<file path="src/rtl/imem_boot_loader.sv">
// imem_boot_loader
// Boot-time loader that fills the instruction memory from a byte stream
// (valid/ready handshake) while holding the core in reset. The stream is
// a 16-bit word count N (low byte first), then N 16-bit words (low byte
// first), then one checksum byte equal to the XOR of every data byte.
// A correct checksum releases the core. A bad length, a bad checksum or
// an inter-byte timeout parks the loader in ERROR until i_restart.
//
// Ports:
//   i_clk           global clock
//   i_rst_n         asynchronous active-low reset
//   i_restart       one-cycle pulse, starts a new load from RUN or ERROR
//   i_byte          incoming byte
//   i_valid         incoming byte is available
//   o_ready         loader accepts a byte this cycle
//   o_imem_wr_en    instruction-memory write strobe (one-cycle pulse)
//   o_imem_addr     write word address
//   o_imem_wr_data  write data {hi, lo}
//   o_core_rst      active-high reset to the core
//   o_done          load succeeded and the core is running
//   o_err           load failed
//   o_err_code      01 length, 10 checksum, 11 timeout, 00 none
module imem_boot_loader #(
    parameter int p_ADDR_LEN = 10,
    parameter int p_TIMEOUT  = 1000
) (
    input  logic                  i_clk,
    input  logic                  i_rst_n,
    input  logic                  i_restart,
    input  logic [7:0]            i_byte,
    input  logic                  i_valid,
    output logic                  o_ready,
    output logic                  o_imem_wr_en,
    output logic [p_ADDR_LEN-1:0] o_imem_addr,
    output logic [15:0]           o_imem_wr_data,
    output logic                  o_core_rst,
    output logic                  o_done,
    output logic                  o_err,
    output logic [1:0]            o_err_code
);

    localparam int                c_TMO_W    = $clog2(p_TIMEOUT + 1);
    // Largest legal word count; compared on 17 bits so 2**16 cannot wrap.
    localparam logic [16:0]       c_CAPACITY = 17'd1 << p_ADDR_LEN;
    // The error is raised on the edge where the counter would reach p_TIMEOUT.
    localparam logic [c_TMO_W-1:0] c_TMO_LAST = c_TMO_W'(p_TIMEOUT - 1);

    typedef enum logic [2:0] {
        ST_IDLE    = 3'd0,
        ST_LEN_LO  = 3'd1,
        ST_LEN_HI  = 3'd2,
        ST_DATA_LO = 3'd3,
        ST_DATA_HI = 3'd4,
        ST_CHK     = 3'd5,
        ST_RUN     = 3'd6,
        ST_ERROR   = 3'd7
    } state_t;

    // Running checksum: XOR fold of one more data byte.
    function automatic logic [7:0] chk_update(input logic [7:0] acc, input logic [7:0] data);
        return acc ^ data;
    endfunction

    state_t               state_r, state_next_s;
    logic [15:0]          len_r, len_nxt_s;
    logic [7:0]           lo_byte_r, lo_byte_nxt_s;
    logic [15:0]          word_cnt_r, word_cnt_nxt_s;
    logic [7:0]           chk_r, chk_nxt_s;
    logic [c_TMO_W-1:0]   tmo_cnt_r, tmo_cnt_nxt_s;
    logic                 ready_r, ready_nxt_s;
    logic                 wr_en_r, wr_en_nxt_s;
    logic [p_ADDR_LEN-1:0] addr_r, addr_nxt_s;
    logic [15:0]          wr_data_r, wr_data_nxt_s;
    logic                 core_rst_r, core_rst_nxt_s;
    logic                 done_r, done_nxt_s;
    logic                 err_r, err_nxt_s;
    logic [1:0]           err_code_r, err_code_nxt_s;

    logic                 accept_s;
    logic                 tmo_run_s;
    logic                 tmo_hit_s;
    logic [15:0]          len_full_s;

    // State register.
    always_ff @(posedge i_clk or negedge i_rst_n) begin
        if (!i_rst_n) begin
            state_r <= ST_IDLE;
        end else begin
            state_r <= state_next_s;
        end
    end

    // Next-state, datapath and output decode.
    always_comb begin
        accept_s       = i_valid && ready_r;
        tmo_run_s      = (state_r == ST_LEN_HI) || (state_r == ST_DATA_LO) ||
                         (state_r == ST_DATA_HI) || (state_r == ST_CHK);
        tmo_hit_s      = tmo_run_s && (tmo_cnt_r == c_TMO_LAST);
        len_full_s     = {i_byte, len_r[7:0]};

        state_next_s   = state_r;
        len_nxt_s      = len_r;
        lo_byte_nxt_s  = lo_byte_r;
        word_cnt_nxt_s = word_cnt_r;
        chk_nxt_s      = chk_r;
        tmo_cnt_nxt_s  = tmo_cnt_r;
        wr_en_nxt_s    = 1'b0;
        addr_nxt_s     = addr_r;
        wr_data_nxt_s  = wr_data_r;
        core_rst_nxt_s = core_rst_r;
        done_nxt_s     = done_r;
        err_nxt_s      = err_r;
        err_code_nxt_s = err_code_r;

        // Inter-byte watchdog: counts idle cycles, any accepted byte clears it.
        if (tmo_run_s) begin
            if (accept_s) begin
                tmo_cnt_nxt_s = {c_TMO_W{1'b0}};
            end else begin
                tmo_cnt_nxt_s = tmo_cnt_r + c_TMO_W'(1);
            end
        end else begin
            tmo_cnt_nxt_s = tmo_cnt_r;
        end

        case (state_r)
            ST_IDLE: begin
                state_next_s = ST_LEN_LO;
            end
            ST_LEN_LO: begin
                if (accept_s) begin
                    len_nxt_s    = {len_r[15:8], i_byte};
                    state_next_s = ST_LEN_HI;
                end else begin
                    state_next_s = ST_LEN_LO;
                end
            end
            ST_LEN_HI: begin
                if (accept_s) begin
                    len_nxt_s = len_full_s;
                    if ({1'b0, len_full_s} > c_CAPACITY) begin
                        state_next_s   = ST_ERROR;
                        err_nxt_s      = 1'b1;
                        err_code_nxt_s = 2'b01;
                    end else if (len_full_s == 16'd0) begin
                        state_next_s = ST_CHK;
                    end else begin
                        state_next_s = ST_DATA_LO;
                    end
                end else if (tmo_hit_s) begin
                    state_next_s   = ST_ERROR;
                    err_nxt_s      = 1'b1;
                    err_code_nxt_s = 2'b11;
                end else begin
                    state_next_s = ST_LEN_HI;
                end
            end
            ST_DATA_LO: begin
                if (accept_s) begin
                    lo_byte_nxt_s = i_byte;
                    chk_nxt_s     = chk_update(chk_r, i_byte);
                    state_next_s  = ST_DATA_HI;
                end else if (tmo_hit_s) begin
                    state_next_s   = ST_ERROR;
                    err_nxt_s      = 1'b1;
                    err_code_nxt_s = 2'b11;
                end else begin
                    state_next_s = ST_DATA_LO;
                end
            end
            ST_DATA_HI: begin
                if (accept_s) begin
                    wr_en_nxt_s    = 1'b1;
                    addr_nxt_s     = word_cnt_r[p_ADDR_LEN-1:0];
                    wr_data_nxt_s  = {i_byte, lo_byte_r};
                    chk_nxt_s      = chk_update(chk_r, i_byte);
                    word_cnt_nxt_s = word_cnt_r + 16'd1;
                    // len_r is non-zero here, so len_r - 1 cannot underflow.
                    if (word_cnt_r == (len_r - 16'd1)) begin
                        state_next_s = ST_CHK;
                    end else begin
                        state_next_s = ST_DATA_LO;
                    end
                end else if (tmo_hit_s) begin
                    state_next_s   = ST_ERROR;
                    err_nxt_s      = 1'b1;
                    err_code_nxt_s = 2'b11;
                end else begin
                    state_next_s = ST_DATA_HI;
                end
            end
            ST_CHK: begin
                if (accept_s) begin
                    if (i_byte == chk_r) begin
                        state_next_s   = ST_RUN;
                        core_rst_nxt_s = 1'b0;
                        done_nxt_s     = 1'b1;
                    end else begin
                        state_next_s   = ST_ERROR;
                        err_nxt_s      = 1'b1;
                        err_code_nxt_s = 2'b10;
                    end
                end else if (tmo_hit_s) begin
                    state_next_s   = ST_ERROR;
                    err_nxt_s      = 1'b1;
                    err_code_nxt_s = 2'b11;
                end else begin
                    state_next_s = ST_CHK;
                end
            end
            ST_RUN, ST_ERROR: begin
                if (i_restart) begin
                    state_next_s   = ST_LEN_LO;
                    len_nxt_s      = 16'd0;
                    word_cnt_nxt_s = 16'd0;
                    chk_nxt_s      = 8'd0;
                    tmo_cnt_nxt_s  = {c_TMO_W{1'b0}};
                    core_rst_nxt_s = 1'b1;
                    done_nxt_s     = 1'b0;
                    err_nxt_s      = 1'b0;
                    err_code_nxt_s = 2'b00;
                end else begin
                    state_next_s = state_r;
                end
            end
            default: begin
                state_next_s = ST_IDLE;
            end
        endcase

        // Ready is registered from the next state so it is a clean function of state_r.
        ready_nxt_s = (state_next_s == ST_LEN_LO) || (state_next_s == ST_LEN_HI) ||
                      (state_next_s == ST_DATA_LO) || (state_next_s == ST_DATA_HI) ||
                      (state_next_s == ST_CHK);
    end

    // Datapath and output registers.
    always_ff @(posedge i_clk or negedge i_rst_n) begin
        if (!i_rst_n) begin
            len_r      <= 16'd0;
            lo_byte_r  <= 8'd0;
            word_cnt_r <= 16'd0;
            chk_r      <= 8'd0;
            tmo_cnt_r  <= {c_TMO_W{1'b0}};
            ready_r    <= 1'b0;
            wr_en_r    <= 1'b0;
            addr_r     <= {p_ADDR_LEN{1'b0}};
            wr_data_r  <= 16'd0;
            core_rst_r <= 1'b1;
            done_r     <= 1'b0;
            err_r      <= 1'b0;
            err_code_r <= 2'b00;
        end else begin
            len_r      <= len_nxt_s;
            lo_byte_r  <= lo_byte_nxt_s;
            word_cnt_r <= word_cnt_nxt_s;
            chk_r      <= chk_nxt_s;
            tmo_cnt_r  <= tmo_cnt_nxt_s;
            ready_r    <= ready_nxt_s;
            wr_en_r    <= wr_en_nxt_s;
            addr_r     <= addr_nxt_s;
            wr_data_r  <= wr_data_nxt_s;
            core_rst_r <= core_rst_nxt_s;
            done_r     <= done_nxt_s;
            err_r      <= err_nxt_s;
            err_code_r <= err_code_nxt_s;
        end
    end

    assign o_ready        = ready_r;
    assign o_imem_wr_en   = wr_en_r;
    assign o_imem_addr    = addr_r;
    assign o_imem_wr_data = wr_data_r;
    assign o_core_rst     = core_rst_r;
    assign o_done         = done_r;
    assign o_err          = err_r;
    assign o_err_code     = err_code_r;

endmodule

</file>
<file path="config.mk">
export PLATFORM = sky130hd
export DESIGN_NAME = imem_boot_loader
export DESIGN_NICKNAME = d
export VERILOG_FILES = /design/src/rtl/imem_boot_loader.sv
export SDC_FILE = /design/constraint.sdc
export NUM_CORES = 1
export LEC_CHECK = 0
export CORE_AREA = 2 2 108 110
export CTS_CLUSTER_SIZE = 10
export DETAILED_ROUTE_END_ITERATION = 12
export DIE_AREA = 0 0 110 112
export SYNTH_ARGS = -nofsm -noshare
export SYNTH_HDL_FRONTEND = slang
export SYNTH_SLANG_ARGS = --single-unit
export TNS_END_PERCENT = 30
</file>
<file path="constraint.sdc">
create_clock -name i_clk -period 8.2 [get_ports i_clk]
set_clock_uncertainty 0.1 [all_clocks]
set_input_delay 1.64 -clock i_clk [delete_from_list [all_inputs] [get_ports i_clk]]
set_output_delay 1.64 -clock i_clk [all_outputs]
set_load 0.1 [all_outputs]
</file>
==> reports/qor.yml <==
worst-setup-path-type: "in -> reg"
tns_ns: 0
finalHoldViolCount: 0
grt_pass1_wl_um: 19000
cts_hold_buf: 0
h-tree-depth: 3
min_path_type: "reg -> reg"
fmax_mhz: 256
drt_wl_total_um: 11500
drt_iter0_markers: 233
cts_resized: 0
yosys_warnings: 0
start_kind: "input pin"
cp_common_cell: "nand2_1"
nFillCells: 1049
finalNonFillerCells: 738
fin_crit_ns: 3.90
dp.final_hpwl_um: 7850
powerDensity_nw_per_um2: 389
wl_per_cell_um: 15.5
crit_path_end_kind: "flip-flop"
synth_nets: 582
drive_gt1_share_pct: 5.71
die-area_um2: 12300
synth_flop_cell: "dfrtp_1"
die_h_um: 112
numCtsBuffers: 9
grt_pass1_vias: 3867
cp.arrival_ns: 4.06
place_congestion: 0.867
ys_seq_area_share_pct: 48.2
clock_latency_ns: 0.35
postRouteAntennaNets: 0
min_period_over_period_pct: 47.6
setup_viol: 0
cts_sinks: 94
coreArea_um2: 11200
status: "finished clean"
nets: 605
grt_setup_unrepaired: "no"
avgSynthCellArea_um2: 8.61
critPathBufInv: 2
ys_ff_latch: 94
final_area_um2: 5650
cp_max_fo: 31
synth_edf_count: 0
crit_required_ns: 8.36
grt.total_usage_pct: 19.9
synthCells: 567
worst_pin_slew_ns: 1.12
vias: 3957
root_buffer: "clkbuf_16"
numPortBuffers: 44
drv_slew: 0
syn-cell-area_um2: 4880
viasPerCell: 5.36
cts_buffer_depth: 2
crit_path_max_incr_delay_ns: 0.51
placed_area_um2: 5370
cts_setup_buffers: 0
grt_max_degree: 74
post-route-util_pct: 50.5
cp_top_family: "simple AND/OR/NAND/NOR gates"
die_w_um: 110
io_pins: 45
crit_slowest_cell: "nor2b_1"
max_slew_margin_pct: 25.3
drv_cap: 0
vdd.ir_drop.worst_v: 0.000258
leakage_nw: 2.52
initial_core_util_pct: 43.7
cts_tree: "done"
async_flop_share_pct: 100
r2r_slack_ns: 5.12
synthDistinctLibCells: 58
synthToLayoutAreaGrowth_pct: 15.7
antenna_found_initial: 0
post-route-drc-count: 0
crit_path_cell_trace: "clkdlybuf4s50_1 > nand2_1 > nor2_1 > nand2_1 > buf_4 > o21ai_1 > nor2b_1 > nand2_1 > o21ai_0"
place_inst: 722
antenna_cells: 0
clk_pin_slew_worst_paths_ns: 0.07
first_pass_iters: 4
rows: 39
overflow: 0
[through the flow]
stage	setup slack, ns	total power, W	hold WS [ns]
4_1_cts	4.31	0.00221	0.369
3_3_place_gp	4.01	0.00178	0.352
2_1_floorplan	4.86	0.00156	0.335
3_5_place_dp	3.96	0.00180	0.359
6_report	4.30	0.00220	0.367
5_1_grt	3.98	0.00234	0.403
[layer usage]
metal	vias up	global-route usage (%)	part of all wire [%]
met1	1901	27.8	48
met5	-	0	0
met3	16	5.44	5.3
met2	97	29.7	45
met4	0	6.92	2.1
li1	1943	-	-
[cell families (layout without fill, tap and decap cells)]
group | count (synthesis) | after routing | synth area share (%)
compound gates | 97 | 97 | 12.2
xor+xnor | 47 | 47 | 8.44
fa+ha+maj | 4 | 4 | 0.974
buf+inv | 53 | 81 | 4.51
flops | 94 | 94 | 48.2
mux | 10 | 10 | 2.28
simple gates | 262 | 262 | 23.4
[Yosys cell counts (10+ instances only)]
library cell	instances	area, um^2
a21oi_1	16	80.1
dfrtp_1	93	2330
nand3_1	18	90.1
o21ai_0	45	225
inv_1	17	63.8
nor3_1	10	50.1
nand2_1	147	552
nor2_1	48	180
xnor2_1	14	123
clkbuf_1	26	97.6
xor2_1	33	289
[sequential cells by signal (all words and copies together) (netlist names), 3 cells and up]
name and flops:
tmo_cnt_r 10, lo_byte_r 8, chk_r 8, state_r 3, len_r 16, o_imem_addr 10
word_cnt_r 16, o_imem_wr_data 16
[final timing paths]
check,start,to,depth (start not counted)
max in group asynchronous,i_rst_n,tmo_cnt_r[1],2
min reg2reg,lo_byte_r[5],o_imem_wr_data[5],2
min,lo_byte_r[5],o_imem_wr_data[5],2
max reg2reg,len_r[0],state_r[1],9
min in group asynchronous,i_rst_n,word_cnt_r[2],1
max,i_valid,chk_r[2],9
[cell usage in the layout, fill, tap and decap left out, types with 3 or more instances in the layout]
master and n:
nor4_1 5, a21o_1 3, nor3_1 10, o21a_1 3, mux2_2 9, ha_1 3, dfrtp_1 93, xor2_1 33
or4_1 4, clkdlybuf4s50_1 43, a31oi_1 4, nor2_1 48, a211oi_1 4, a21oi_1 16, clkbuf_16 9, xnor2_1 14
nand4_1 9, nand3_1 18, buf_4 4, inv_1 17, o21ai_0 45, or3_1 9, nand2_1 147
[cell type report]
cell class	instances	area, um^2	area share, %
clock buffer	12	246	4.37
clock inverter	4	32.5	0.576
inverter	18	67.6	1.20
multi-input combinational	420	2310	40.8
sequential	94	2350	41.7
tap	143	179	3.17
timing repair buffer	47	460	8.16
[where the power goes]
group | leakage, nW | internal (W) | switching (W) | total, W
registers | 1.23 | 0.000601 | 0.000143 | 0.000744
logic | 1.16 | 0.000328 | 0.000727 | 0.00105
clock network | 0.129 | 0.000215 | 0.000182 | 0.000398
[worst min-delay path: cells and delay by family (launching register included)]
family	cells	cell delay [ns]
flops	1	0.34
simple gates	2	0.10
Power figures use the tool's default switching activity.
